File: src/rtl/fifo_wr_arbiter_ctrl.sv
// Write-side arbiter and pointer/occupancy controller for an external FIFO memory.
// Two producers share the write port round-robin; the consumer sees the memory read port directly.
module fifo_wr_arbiter_ctrl #(
   parameter int DATA_WIDTH = 8,
   parameter int FIFO_DEPTH = 8,
   parameter int ADDR_WIDTH = 3
) (
   input  logic                  W_CLK,
   input  logic                  W_RST,
   input  logic                  flush,
   input  logic                  req0_valid,
   input  logic [DATA_WIDTH-1:0] req0_data,
   output logic                  req0_ready,
   input  logic                  req1_valid,
   input  logic [DATA_WIDTH-1:0] req1_data,
   output logic                  req1_ready,
   output logic                  mem_wr_en,
   output logic [ADDR_WIDTH-1:0] mem_wr_addr,
   output logic [DATA_WIDTH-1:0] mem_wr_data,
   output logic [ADDR_WIDTH-1:0] mem_rd_addr,
   input  logic [DATA_WIDTH-1:0] mem_rd_data,
   output logic                  rd_valid,
   output logic [DATA_WIDTH-1:0] rd_data,
   input  logic                  rd_ready,
   output logic                  full,
   output logic                  empty,
   output logic [ADDR_WIDTH:0]   fill_level,
   output logic                  last_grant
);

   localparam logic [ADDR_WIDTH:0] DEPTH = (ADDR_WIDTH+1)'(FIFO_DEPTH);

   logic [ADDR_WIDTH-1:0] wr_ptr_q, wr_ptr_d;
   logic [ADDR_WIDTH-1:0] rd_ptr_q, rd_ptr_d;
   logic [ADDR_WIDTH:0]   count_q, count_d;
   logic                  last_grant_q, last_grant_d;
   logic                  blocked, gnt0, gnt1, push, pop;

   assign full  = (count_q == DEPTH);
   assign empty = (count_q == '0);

   // Reset also blocks grants so producers never see a handshake that gets discarded.
   always_comb begin
      blocked = W_RST | flush | full;
      gnt0    = ~blocked & req0_valid & (~req1_valid | last_grant_q);
      gnt1    = ~blocked & req1_valid & (~req0_valid | ~last_grant_q);
      push    = gnt0 | gnt1;
      pop     = ~W_RST & ~flush & ~empty & rd_ready;
   end

   assign req0_ready  = gnt0;
   assign req1_ready  = gnt1;
   assign mem_wr_en   = push;
   assign mem_wr_addr = wr_ptr_q;
   assign mem_wr_data = gnt1 ? req1_data : req0_data;
   assign mem_rd_addr = rd_ptr_q;
   assign rd_valid    = ~empty;
   assign rd_data     = mem_rd_data;
   assign fill_level  = count_q;
   assign last_grant  = last_grant_q;

   always_comb begin
      wr_ptr_d     = wr_ptr_q;
      rd_ptr_d     = rd_ptr_q;
      count_d      = count_q;
      last_grant_d = last_grant_q;
      if (flush) begin
         wr_ptr_d = '0;
         rd_ptr_d = '0;
         count_d  = '0;
      end else begin
         if (push) begin
            wr_ptr_d     = wr_ptr_q + 1'b1;
            last_grant_d = gnt1;
         end
         if (pop)
            rd_ptr_d = rd_ptr_q + 1'b1;
         case ({push, pop})
            2'b10:   count_d = count_q + 1'b1;
            2'b01:   count_d = count_q - 1'b1;
            default: count_d = count_q;
         endcase
      end
   end

   always_ff @(posedge W_CLK) begin
      if (W_RST) begin
         wr_ptr_q     <= '0;
         rd_ptr_q     <= '0;
         count_q      <= '0;
         last_grant_q <= 1'b1;
      end else begin
         wr_ptr_q     <= wr_ptr_d;
         rd_ptr_q     <= rd_ptr_d;
         count_q      <= count_d;
         last_grant_q <= last_grant_d;
      end
   end

endmodule

File: config.mk
export PLATFORM = sky130hd
export DESIGN_NAME = fifo_wr_arbiter_ctrl
export DESIGN_NICKNAME = d
export VERILOG_FILES = /design/src/rtl/fifo_wr_arbiter_ctrl.sv
export SDC_FILE = /design/constraint.sdc
export NUM_CORES = 1
export LEC_CHECK = 0
export CORE_UTILIZATION = 32
export DETAILED_ROUTE_END_ITERATION = 10
export PLACE_DENSITY_LB_ADDON = 0.15
export SYNTH_ARGS = -nofsm -noshare
export SYNTH_HDL_FRONTEND = slang
export SYNTH_SLANG_ARGS = --single-unit
File: constraint.sdc
create_clock -name W_CLK -period 2.8 [get_ports W_CLK]
set_input_delay 0.56 -clock W_CLK [delete_from_list [all_inputs] [get_ports W_CLK]]
set_output_delay 0.56 -clock W_CLK [all_outputs]
set_load 0.1 [all_outputs]
Word level (Yosys, flattened, before mapping). Index checks and enable logic that the tools add are counted.

Bits in registers: 11. Input port bits: 30.

Reductions and logical operators: 4. Equality and inequality tests: 3. Bitwise logic cells: 19. Muxes and demuxes: 2. Add/sub/neg operators: 4.

Operators with widths (count): $mux W8 (1); $pmux W4 S2 (1); $and A1 B1 Y1 (7); $not A1 Y1 (7); $add A3 B1 Y3 const B (2); $or A1 B1 Y1 (5); $add A4 B1 Y4 const B (1); $eq A4 B4 Y1 const B (1); $logic_not A4 Y1 (1); $sub A4 B1 Y4 const B (1); $eq A2 B1 Y1 const B (1); $eq A2 B2 Y1 const B (1); $reduce_and A2 Y1 (1); $reduce_bool A2 Y1 (1); $reduce_or A2 Y1 (1).

Depth between registers and ports, before layout.
Word-level depth: 8. Depth in mapped cells: 11.

Least setup slack after synthesis. OpenSTA, ideal clock, no wires.

Path kind: flip-flop to output port. From: register count_q[3] (netlist: fill_level[3]). To: output port mem_wr_data[0]. Arrival time: 3146 ps. Path slack: -906 ps. Path buffers: 0. Cell stages (with the launch flop): 5. Required time: 2240 ps. Path through: dfxtp_1 > nor4b_4 > nor2_2 > nand2_2 > mux2_2.

Word-level cells in the longest chain between the ends: 6.

RTL lines: start: declaration (line 35) `logic [ADDR_WIDTH:0] count_q, count_d;`; start signal: assignment (line 95) `count_q <= count_d;`; $eq A4 B4 Y1 (line 39) `assign full = (count_q == DEPTH);`; named net full (line 25) `output logic full,`; $or A1 B1 Y1 (line 44) `blocked = W_RST | flush | full;`; $not A1 Y1 (line 46) `gnt1 = ~blocked & req1_valid & (~req0_valid | ~last_grant_q);`; $and A1 B1 Y1 (2 in a row) (line 46); $mux W8 (line 55) `assign mem_wr_data = gnt1 ? req1_data : req0_data;`; end: declaration (line 19) `output logic [DATA_WIDTH-1:0] mem_wr_data,`.

The timed path passes the listed nets, and every way through them passes these cells.

Worst setup path in the final report.
From: input port flush. To: output port mem_wr_data[3].

Word-level cells in the longest chain between the ends: 6.

RTL lines: start: declaration (line 10) `input logic flush,`; $or A1 B1 Y1 (2 in a row) (line 44); $not A1 Y1 (line 46); $and A1 B1 Y1 (2 in a row) (line 46); $mux W8 (line 55).

No other way between the ends.

==> out/summary.txt <==
JOB
----------------------------------------------------------------------------------------------------
Number of maximum-capacitance constraint violations                                                0

POWER
----------------------------------------------------------------------------------------------------
Largest vdd supply drop                                                                     0.328 mV
Leakage power                                                                            0.000636 uW
Ratio of total power to cell area                                                        352 nW/um^2

CLOCK NETWORK
----------------------------------------------------------------------------------------------------
Hold-fix buffers, CTS                                                                              0
Longest Clk Path Bufs                                                                              2
Latest clock arrival within the worst-skew pair                                              0.27 ns
TritonCTS clock tree                                                                            done
Resized Gates After CTS                                                                            0
Post-CTS Setup Bufs                                                                                0
Number of H-tree levels                                                                            1
CTS buffer count                                                                                   3
CTS root buf                                                                                clkbuf_4
Clock-pin slew reported for the worst setup and hold paths after clock tree synthesis        0.07 ns
CTS sink count                                                                                    11

STA
----------------------------------------------------------------------------------------------------
Final max-slew violation count                                                                     0
Worst hold margin                                                                           0.497 ns
Worst-Margin Slew                                                                           0.406 ns
Worst rel slew slack                                                                           72.8%
Final number of hold-violating endpoints                                                           0
Post-route setup slack                                                                     0.0669 ns
Final Critical Period                                                                        2.73 ns
Highest attainable clock frequency                                                           366 MHz
Portion of the clock cycle consumed by the worst path in the final layout                      97.6%
RSZ-0062 raised after global routing                                                              no
Count of final setup violators                                                                     0
Clock skew                                                                                0.00510 ns

SETUP PATH
----------------------------------------------------------------------------------------------------
Largest fanout on the critical path                                                                9
Crit end category                                                                       primary output
Critical path start-end classification                                                  primary input to primary output
Worst Path Required                                                                          2.24 ns
WP data arrival                                                                              2.17 ns
Sort of element at the start of the critical path                                       primary input
Setup slack on the worst flop-to-flop path                                                   0.43 ns

FLOORPLANNING
----------------------------------------------------------------------------------------------------
Num rows                                                                                          17
Core region area                                                                          2250 sq um
Starting density of the core                                                                   34.7%
Height of the die                                                                            51.5 um
Die footprint                                                                             2650 sq um
Count of boundary I/O pins                                                                        63
Width of the die                                                                             51.5 um

PLACEMENT
----------------------------------------------------------------------------------------------------
Detail Placement HPWL                                                                        1.90 mm
Worst setup timing slack at the placement stage                                           -0.0224 ns
IO buf count                                                                                      46
Final weighted congestion in routability-driven placement                                      0.717

GRT
----------------------------------------------------------------------------------------------------
Wire length of the first global-routing pass                                                 3.65 mm
Initial antenna violation count                                                                    0
Number of global-route vias before repair                                                        760
Total Routing Usage GR                                                                         19.0%
Total global routing overflow                                                                      0
Pin count of the biggest net entering global routing                                              12

SYNTH
----------------------------------------------------------------------------------------------------
Net count after synthesis                                                                        127
Syn Area/Cell                                                                             8.61 sq um
Count of flip-flops with a built-in enable after synthesis                                         0
Netlist cell types                                                                                28
Asr flop ratio synth                                                                              0%
Sequential fraction of the synthesis area                                                      28.1%
Cell area after technology mapping                                                         783 sq um
Dominant register cell in the synthesized netlist                                            dfxtp_1
Post-Syn Instances                                                                                91
Number of register bits inferred by synthesis                                                     11
Synthesis Warnings                                                                                 0

DETAILED ROUTING
----------------------------------------------------------------------------------------------------
Count of vias placed by the detailed router                                                      789
Pre-Repair DR Iteration Count                                                                      4
Final routed DRC violation total                                                                   0
Post-route ant nets                                                                                0
Average routed wire per standard cell                                                        13.8 um
Vias/cell                                                                                       4.81
Total length of routed wires                                                                 2.26 mm
Number of DRC violations after detailed-routing iteration 0                                       10

RUN STATUS
----------------------------------------------------------------------------------------------------
Status                                                                                  finished, final reports clean

FINAL LAYOUT
----------------------------------------------------------------------------------------------------
Number of nets in the layout                                                                     173
Highest-count cells in the layout ignoring fill and taps                                clkdlybuf4s50_1, buf_4, nor2_1
Diodes inserted                                                                                    0
Area added between synthesis and finish                                                        81.9%
Share of post-route cells with drive strength above 1                                          43.4%
Most frequent standard cell in the layout excluding fill and tap cells                  clkdlybuf4s50_1

HOLD PATH
----------------------------------------------------------------------------------------------------
Class of the worst hold path                                                            flip-flop to flip-flop

==> area by class of cell <==
class | count | area, sq um
clock buffers | 3 | 22.5
repair buffers | 52 | 581
clock inverters | 1 | 5.00
well taps | 28 | 35.0
flip-flops and latches | 11 | 233
inverters | 6 | 22.5
multi-input cells | 63 | 527
fillers | 201 | 830
==> registers in the layout (all words and copies together), names as in the netlist <==
signal / count
fill_level: 4
last_grant: 1
mem_wr_addr: 3
mem_rd_addr: 3
==> Yosys cell counts (3+ instances only) <==
library cell / number / area, sq um
nor2_1: 15 / 56.3
dfxtp_1: 11 / 220
buf_4: 8 / 60.1
mux2_2: 8 / 90.1
inv_1: 6 / 22.5
ha_1: 5 / 62.6
a21oi_1: 4 / 20.0
nand2_1: 4 / 15.0
xor2_1: 4 / 35.0
nand3_1: 3 / 15.0
o21ai_0: 3 / 15.0
==> cell families (layout without fill, tap and decap cells) <==
logic type / Yosys count / after routing / synth area share (%)
and+or+nand+nor: 31 / 31 / 21.2
buffers and inverters: 17 / 62 / 12.1
AOI/OAI and AO/OA: 12 / 12 / 9.75
DFF: 11 / 11 / 28.1
muxes: 8 / 8 / 11.5
adders and majority gates: 6 / 6 / 10.5
xor gates and xnor gates: 6 / 6 / 6.71
==> report_power, final <==
part | switching, uW | total (uW) | internal [uW]
Sequential | 3.52 | 160 | 157
Clock | 54.9 | 108 | 52.9
Combinational | 140 | 234 | 93.5
==> stage by stage <==
stage	cells	cell area [sq um]	util (%)	TNS [ns]	total power (uW)
after detailed placement	160	1390	61.8	-0.0224	397
after global placement	160	1390	61.8	0	394
after floorplan	91	850	-	-3.97	355
after global routing	164	1430	63.2	0	523
after CTS	164	1420	63.0	0	505
final	164	1430	63.2	0	502
==> worst max-delay path, cell delays in order <==
cell,delay (ns)
clkdlybuf4s50_1,0.42
or2_2,0.32
nor2_2,0.19
nand2_4,0.15
mux2_4,0.35
buf_12,0.17
==> layer usage <==
layer	GRT usage (%)	part of all wire, %
met1	23.2	45
met2	31.8	48
met3	6.55	6.7
met4	4.50	0.49
met5	0	0
==> worst paths after layout <==
path,depth (start not counted),startpoint,endpoint
min reg2reg,2,mem_rd_addr[1]$_SDFFE_PP0P_,mem_rd_addr[1]$_SDFFE_PP0P_
max,6,flush,mem_wr_data[3]
max reg2reg,8,fill_level[0]$_SDFFE_PP0P_,fill_level[3]$_SDFFE_PP0P_
min,2,mem_rd_addr[1]$_SDFFE_PP0P_,mem_rd_addr[1]$_SDFFE_PP0P_
No activity file was read; power rests on OpenSTA's default activity.
